--- src/rtl/knn_pkg.sv ---
// Shared definitions for the k-NN distance unit: FSM encoding, accumulator
// sizing rule and the per-chunk element count.
package knn_pkg;

    typedef enum logic [1:0] {
        IDLE,
        WAIT,
        ACC,
        EMIT
    } state_e;

    // Smallest accumulator that cannot wrap when summing `total` squares of W-bit differences.
    function automatic int unsigned min_dist_w(input int unsigned w, input int unsigned total);
        return 2 * w + $clog2(total);
    endfunction

    function automatic int unsigned chunk_len(input int unsigned max_elems,
                                              input int unsigned remaining);
        return (remaining < max_elems) ? remaining : max_elems;
    endfunction

endpackage

--- src/rtl/knn_sq_diff.sv ---
// Combinational squared absolute difference of two unsigned W-bit values.
module knn_sq_diff #(
    parameter int W = 8
) (
    input  logic [W-1:0]   a_i,
    input  logic [W-1:0]   b_i,
    output logic [2*W-1:0] sq_o
);

    logic [W-1:0]   diff;
    logic [2*W-1:0] diff_ext;

    // NOTE: combinational logic uses blocking assignments so each line sees the value computed above it.
    always_comb begin
        diff     = (a_i >= b_i) ? (a_i - b_i) : (b_i - a_i);
        diff_ext = {{W{1'b0}}, diff};
        sq_o     = diff_ext * diff_ext;
    end

endmodule

--- src/rtl/knn_distance_unit.sv ---
// Serial squared-Euclidean distance accumulator: consumes one chunk per read_done,
// requests further chunks until a full M*N sample is summed, then reports it.
module knn_distance_unit
    import knn_pkg::*;
#(
    parameter int M            = 28,
    parameter int N            = 28,
    parameter int W            = 8,
    parameter int MAX_ELEMENTS = 16,
    parameter int TYPE_W       = 4,
    parameter int DIST_W       = 32
) (
    input  logic                      clk,
    input  logic                      rst,
    input  logic                      read_done,
    input  logic [W*MAX_ELEMENTS-1:0] input_data,
    input  logic [W*MAX_ELEMENTS-1:0] training_data,
    input  logic [TYPE_W-1:0]         training_data_type,
    output logic                      data_request,
    output logic                      done,
    output logic [DIST_W-1:0]         distance,
    output logic [TYPE_W-1:0]         dist_type,
    output logic                      busy,
    output logic                      overrun
);

    localparam int unsigned TOTAL = M * N;
    localparam int K_W = (MAX_ELEMENTS > 1) ? $clog2(MAX_ELEMENTS) : 1;
    localparam int C_W = $clog2(MAX_ELEMENTS + 1);
    localparam int T_W = $clog2(TOTAL + 1);

    if (DIST_W < min_dist_w(W, TOTAL)) begin : g_dist_w_check
        $error("knn_distance_unit: DIST_W too narrow for M*N squared differences");
    end

    state_e                             state_q;
    logic [MAX_ELEMENTS-1:0][W-1:0]     in_q;
    logic [MAX_ELEMENTS-1:0][W-1:0]     tr_q;
    logic [TYPE_W-1:0]                  type_q;
    logic [C_W-1:0]                     c_q;
    logic [K_W-1:0]                     k_q;
    logic [T_W-1:0]                     elem_total_q;
    logic [DIST_W-1:0]                  acc_q;

    logic [2*W-1:0]                     sq;
    logic [DIST_W-1:0]                  acc_d;
    logic [C_W-1:0]                     chunk_d;
    logic                               last_elem;

    knn_sq_diff #(.W(W)) u_sq_diff (
        .a_i  (in_q[k_q]),
        .b_i  (tr_q[k_q]),
        .sq_o (sq)
    );

    always_comb begin
        acc_d     = acc_q + DIST_W'(sq);
        chunk_d   = C_W'(chunk_len(MAX_ELEMENTS, TOTAL - 32'(elem_total_q)));
        last_elem = (C_W'(k_q) == (c_q - C_W'(1)));
        busy      = (state_q == ACC) || (state_q == EMIT);
    end

    // NOTE: state uses non-blocking assignments; the captured chunk registers are reset too,
    // so a reset never leaves stale lanes observable by the datapath.
    always_ff @(posedge clk or negedge rst) begin
        if (!rst) begin
            state_q      <= IDLE;
            in_q         <= '0;
            tr_q         <= '0;
            type_q       <= '0;
            c_q          <= '0;
            k_q          <= '0;
            elem_total_q <= '0;
            acc_q        <= '0;
            data_request <= 1'b0;
            done         <= 1'b0;
            distance     <= '0;
            dist_type    <= '0;
            overrun      <= 1'b0;
        end else begin
            data_request <= 1'b0;
            done         <= 1'b0;
            if (read_done && (state_q == ACC || state_q == EMIT)) begin
                overrun <= 1'b1;
            end
            case (state_q)
                IDLE, WAIT: begin
                    if (read_done) begin
                        in_q    <= input_data;
                        tr_q    <= training_data;
                        c_q     <= chunk_d;
                        k_q     <= '0;
                        state_q <= ACC;
                        if (state_q == IDLE) begin
                            type_q <= training_data_type;
                        end
                    end
                end
                ACC: begin
                    acc_q <= acc_d;
                    k_q   <= k_q + 1'b1;
                    if (last_elem) begin
                        elem_total_q <= elem_total_q + T_W'(c_q);
                        state_q      <= EMIT;
                    end
                end
                EMIT: begin
                    if (elem_total_q < T_W'(TOTAL)) begin
                        data_request <= 1'b1;
                        state_q      <= WAIT;
                    end else begin
                        distance     <= acc_q;
                        dist_type    <= type_q;
                        done         <= 1'b1;
                        acc_q        <= '0;
                        elem_total_q <= '0;
                        state_q      <= IDLE;
                    end
                end
                default: state_q <= IDLE;
            endcase
        end
    end

endmodule

--- config.mk ---
export PLATFORM = sky130hd
export DESIGN_NAME = knn_distance_unit
export DESIGN_NICKNAME = d
export VERILOG_FILES = /design/src/rtl/knn_pkg.sv /design/src/rtl/knn_sq_diff.sv /design/src/rtl/knn_distance_unit.sv
export SDC_FILE = /design/constraint.sdc
export NUM_CORES = 1
export LEC_CHECK = 0
export CAP_MARGIN = 20
export CELL_PAD_IN_SITES_DETAIL_PLACEMENT = 1
export CELL_PAD_IN_SITES_GLOBAL_PLACEMENT = 1
export CORE_ASPECT_RATIO = 0.6
export CORE_MARGIN = 5
export CORE_UTILIZATION = 35
export DETAILED_ROUTE_END_ITERATION = 6
export PLACE_DENSITY_LB_ADDON = 0.2
export SETUP_SLACK_MARGIN = 0.1
export SLEW_MARGIN = 20
export SYNTH_ARGS = -nofsm -noshare
export SYNTH_HDL_FRONTEND = slang
export SYNTH_SLANG_ARGS = --single-unit
--- constraint.sdc ---
create_clock -name clk -period 19.5 [get_ports clk]
set_input_delay 1.95 -clock clk [delete_from_list [all_inputs] [get_ports clk]]
set_output_delay 1.95 -clock clk [all_outputs]
set_load 0.05 [all_outputs]
==> After elaboration in Yosys (flattened, before gate mapping) <==
Cells that the tools add are included.
W data, S select, Z words.
{ "classes": {"n_addsub": 7, "n_mul": 1, "n_lt_le_gt_ge": 4, "n_eq_ne": 7, "mux": 21, "bitwise": 1, "n_reduce_logical": 13} }
{ "ops": {"columns": ["cell", "n"], "rows": [
  ["$bmux W8 S4", 2],
  ["$pmux W32 S2", 1],
  ["$add A32 B16 Y32", 1],
  ["$lt A32 B5 Y1 const B", 1],
  ["$mux W32", 1],
  ["$mux W8", 3],
  ["$mux W10", 2],
  ["$pmux W10 S2", 1],
  ["$mul A8 B8 Y16", 1],
  ["$sub A8 B8 Y8", 2],
  ["$sub A10 B10 Y11 const A", 1],
  ["$add A10 B5 Y10", 1],
  ["$lt A10 B10 Y1 const B", 1],
  ["$reduce_and A2 Y1", 5],
  ["$ge A8 B8 Y1", 1],
  ["$pmux W4 S2", 1],
  ["$ne A2 B2 Y1 const B", 3],
  ["$pmux W2 S3", 1],
  ["$reduce_and A3 Y1", 2],
  ["$eq A4 B5 Y1", 1],
  ["$lt A4 B5 Y1 const B", 1],
  ["$mux W1", 5],
  ["$mux W5", 1],
  ["$sub A5 B1 Y5 const B", 1],
  ["other kinds (11)", 14]
]} }
{ "word_totals": {"register_bits": 352, "input_bits": 263, "out_inout_bits": 40, "elab_cells": 97} }

==> Depth between registers and ports, before layout <==
{ "depth": {"word_depth": 7, "depth_mapped": 36, "ltp_nobuf": 33} }

==> Cells and area by module <==
From an unflattened synthesis, not the netlist that was laid out.
{ "unflattened": {"hier_cells": 2161, "area_unflattened_um2": 19080.8} }
{ "by_module_without_submodules": {"columns": ["mod", "n_inst", "cells_per_inst", "area_per_inst_um2", "seq_area_each_um2"], "rows": [
  ["knn_distance_unit", 1, 1883, 16774.8, 8808.4],
  ["knn_sq_diff", 1, 278, 2306.0, 0.0]
]} }

==> Least setup slack after synthesis <==
OpenSTA, ideal clock, no wires.
{ "synth_path": {"kind": "reg2reg", "start": "reg k_q[0]", "end": "reg acc_q[20]", "setup_time_ns": 0.140, "arrival_time_ns": 7.391, "required_time_ns": 19.360, "path_slack_ns": 11.969, "stages_incl_launch_ff": 29, "path_buffers": 3, "period_less_slack_ns": 7.531, "cell_sequence": "dfrtp_1 buf_2 buf_2 buf_2 mux4_2 a221oi_1 ha_1 a21oi_1 o21ai_1 nor2_4 nand3_1 o21ai_0 xor2_1 nor2_1 fa_1 fa_1 fa_1 inv_1 fa_1 inv_1 ha_1 nand2_1 o21ai_0 a31oi_2 a21oi_1 a41oi_1 o22a_1 o311ai_0 o41ai_1"} }
{ "synth_via": {"elab_chain_len": 7, "elab_cells_between_ends": 11, "classes_between": "add/sub: 3; mul: 1; order compare: 1; mux: 6"} }
{ "synth_lines": {"columns": ["element", "line_no", "rtl"], "rows": [
  ["start: declaration", "knn_distance_unit.sv:41", "logic [K_W-1:0] k_q;"],
  ["start signal: assignment", "knn_distance_unit.sv:101", "k_q <= k_q + 1'b1;"],
  ["$bmux W8 S4, on equally long branches", "knn_distance_unit.sv:52, knn_distance_unit.sv:51", null],
  ["$mux W8, on equally long branches", "knn_distance_unit.sv:52, knn_distance_unit.sv:51", null],
  ["$sub A8 B8 Y8 / $ge A8 B8 Y1 (equally long branches)", "knn_sq_diff.sv:15", "diff = (a_i >= b_i) ? (a_i - b_i) : (b_i - a_i);"],
  ["$mux W8 (*)", "knn_sq_diff.sv:15", null],
  ["$mul A8 B8 Y16 (*)", "knn_sq_diff.sv:17", "sq_o = diff_ext * diff_ext;"],
  ["$add A32 B16 Y32 (*)", "knn_distance_unit.sv:57", "acc_d = acc_q + DIST_W'(sq);"],
  ["$pmux W32 S2 (*)", "knn_distance_unit.sv:86", "case (state_q)"],
  ["end signal: assignment", "knn_distance_unit.sv:74", "acc_q <= '0;"],
  ["end signal: assignment", "knn_distance_unit.sv:100", "acc_q <= acc_d;"],
  ["end signal: assignment", "knn_distance_unit.sv:115", "acc_q <= '0;"],
  ["end: declaration", "knn_distance_unit.sv:43", "logic [DIST_W-1:0] acc_q;"]
]} }
Mark *: on every way between the ends. The rest lies on a longest branch, timed or not. The select of a mux whose other input is x is not followed.
A chain may end at the register's enable or synchronous reset.

==> Worst setup path after layout <==
{ "layout_path": {"start": "reg k_q[0]", "end": "reg acc_q[26]"} }
The elaborated chain is that of the path after synthesis.

==> impl_results.md <==
- Status: complete, no violations
- Slowest-stage cell, CP: dfrtp_4
- Mapped Cells: 2114
- Die area: 0.0587 sq mm
- CTS hold repair buffers: 0
- Syn Area/Cell: 8.91 sq um
- Setup violators final: 0
- Reg2Reg Launch Point: k_q[0]$_DFFE_PN0P_
- Max-Cap Viols: 0
- Most instantiated cells after synthesis: 919 x nand2_1, 352 x dfrtp_1, 108 x inv_1, 87 x clkbuf_1, 69 x o21ai_0
- Crit end category: flip-flop
- Initial core utilization: 35.6%
- Reg2reg path depth: 32
- Hpwl dp: 46300 um
- Worst path top cell family by delay: adder cells
- R2r endpoint: acc_q[26]$_DFFE_PN0P_
- Post-Route Utilization: 44.8%
- Postcts setup bufs: 0
- RSZ-0062 raised after global routing: no
- Slew Limit Fails: 0
- Synth top area share: 46.8%
- Yosys cell types: 61
- Net count reported at finish: 2728
- Antenna cells: 0
- WL final: 62900 um
- I/O Buffers: 302
- DRC viols: 0
- Area contributors post-synth: dfrtp_1 47%, nand2_1 18%, ha_1 4.4%, fa_1 4.3%, mux4_2 3.8%
- Site Rows: 65
- Initial antenna violation count: 0
- Layout cells sized above 1: 6.12%
- Worst Path Arrival: 10.39 ns
- Pin count of the biggest net entering global routing: 154
- CTS clk-pin slew, worst paths: 0.06 ns
- CTS Buf Count: 37
- Hold slack: 0.466 ns
- Final Cycle Share: 51.1%
- Post-route antenna net violation count: 0
- Fin cells: 3089
- Async set-reset flop share out of synthesis: 100%
- Clock Latency Late Sink: 0.55 ns
- Layout area overhead: 25.8%
- Seq/Total Area, Yosys: 46.8%
- Worst R2R Setup Slack: 9.54 ns
- Setup TNS: 0 ns
- First-pass GRT wire length: 99000 um
- Hold Path Class: reg -> reg
- CP startpoint: k_q[0]$_DFFE_PN0P_
- GP Congestion: 0.839
- Worst-path maximum fanout: 55
- Yosys warning total: 0
- CTS tree: built
- Hold Fails Final Rpt: 0
- Synth area leader: dfrtp_1
- Vias/cell: 5.03
- Max stage delay on crit path: 1.04 ns
- Slew headroom: 33.4%
- Synth Net Count: 2483
- Critical path type: reg -> reg
- Placed cells: 3023
- Core area: 0.0529 sq mm
- Count of state elements after synthesis: 352
- Number of synthesized flops with an enable pin: 0
- Total congestion overflow: 0
- Post-CTS sizing: 0
- Sink Count: 352
- Via count: 15.6k
- Global Route Usage Sum: 21.5%
- Actual slew at the worst max-slew pin: 0.997 ns
- Avg WL per Cell: 20.4 um
- Vias in the first global route: 17.0k
- Critical path launch point type: flip-flop
- Die W: 309 um
- Die Y: 190 um
- Clock skew: 0.0275 ns
- Drt pass-1 iters: 5
- Syn Std Cell Area: 0.0188 sq mm
- CTS max path bufs: 3
- Worst path required time: 19.94 ns
- Critical path depth in cells: 32
- H-Tree Depth: 2
- Max Clock Freq: 100 MHz
- DR iter-0 viols: 982
- Num ports: 303
- CTS Root Cell: clkbuf_16
- CP Buf/Inv Count: 5
- Post-layout minimum cycle time: 9.96 ns
- Most used flip-flop cell after synthesis: dfrtp_1
- Top-count cell post-synth: nand2_1
- CP endpoint: acc_q[26]$_DFFE_PN0P_
- Fill cells: 6059
cell usage in the layout (no fill, tap or decap), drive strengths merged, types with 4 or more instances in the layout:
master         instances
nor2b                  9
mux4                  32
inv                  111
nor3                   4
clkinv                 6
xor2                  17
and2                  18
a211oi                 4
mux2                  15
ha                    66
clkdlybuf4s50        301
a21oi                 45
xnor2                 20
nand2                919
o21a                   6
clkbuf                52
a221oi                17
a22oi                 15
dfrtp                352
a31oi                  7
nand2b                 6
fa                    40
o211ai                 6
mux2i                 66
clkinvlp               5
a21o                  16
and3                   9
nor2                  49
o21ai                 72
buf                   18
o31ai                  7
nand4                 10
nand3                 35
worst reg2reg max path, delay by kind of cell (launching register included):
kind            cells  cell delay [ns]
buf+inv             5             1.12
simple gates        7             1.15
compound gates     10             2.21
fa+ha+maj           7             3.06
flops               1             1.04
mux                 2             0.55
xor+xnor            1             0.71
cell type report:
cell class	count	area (sq um)	area share [%]
Tap cell	703	880	3.71
Timing Repair Buffer	319	3170	13.4
Multi-Input combinational cell	1539	9200	38.9
Clock inverter	14	140	0.592
Inverter	110	413	1.74
Sequential cell	352	8820	37.2
Clock buffer	52	1060	4.48
flip-flops by register name, summed over array words and instances (netlist names):
signal,flops
acc_q,32
c_q,5
data_request,1
dist_type,4
distance,32
done,1
elem_total_q,10
in_q,128
k_q,4
overrun,1
state_q,2
tr_q,128
type_q,4
metrics by stage:
stage	worst slack [ns]	area [sq um]
4_1_cts	9.50	23700
2_1_floorplan	11.97	18800
3_5_place_dp	9.57	22500
6_report	9.54	23700
5_1_grt	8.73	23700
3_3_place_gp	9.87	22500
per-layer routing:
layer  part of all wire [%]  track usage (%)  wire length (um)
met3                    5.2             4.08              3290
met1                     49             31.9             30800
met4                    1.5             3.46               922
met5                      0                0                 0
met2                     44             33.6             27900
worst min-delay path by stage:
stage / to / cells after the start / slack [ns] / startpoint
after floorplan: dist_type[0]$_DFFE_PN0P_ / 2 / 0.43 / type_q[0]$_DFFE_PN0P_
after global placement: overrun$_DFFE_PN0P_ / 1 / 0.44 / overrun$_DFFE_PN0P_
after detailed placement: overrun$_DFFE_PN0P_ / 1 / 0.45 / overrun$_DFFE_PN0P_
after CTS: overrun$_DFFE_PN0P_ / 1 / 0.47 / overrun$_DFFE_PN0P_
after global routing: tr_q[79]$_DFFE_PN0P_ / 2 / 0.49 / tr_q[79]$_DFFE_PN0P_
final: overrun$_DFFE_PN0P_ / 1 / 0.47 / overrun$_DFFE_PN0P_
logic make-up (layout without fill, tap and decap cells):
group           Yosys count  in the layout  synth area share (%)
compound gates          212            212                  7.21
flops                   352            352                  46.8
buf+inv                 223            495                  4.61
fa+ha+maj               106            106                  8.64
simple gates           1071           1071                  22.6
mux                     113            113                  8.30
xor+xnor                 37             37                  1.84
Power is left out: the tool's default activity adds up to more than one toggle a clock period on the data nets, which glitch-free logic cannot reach.
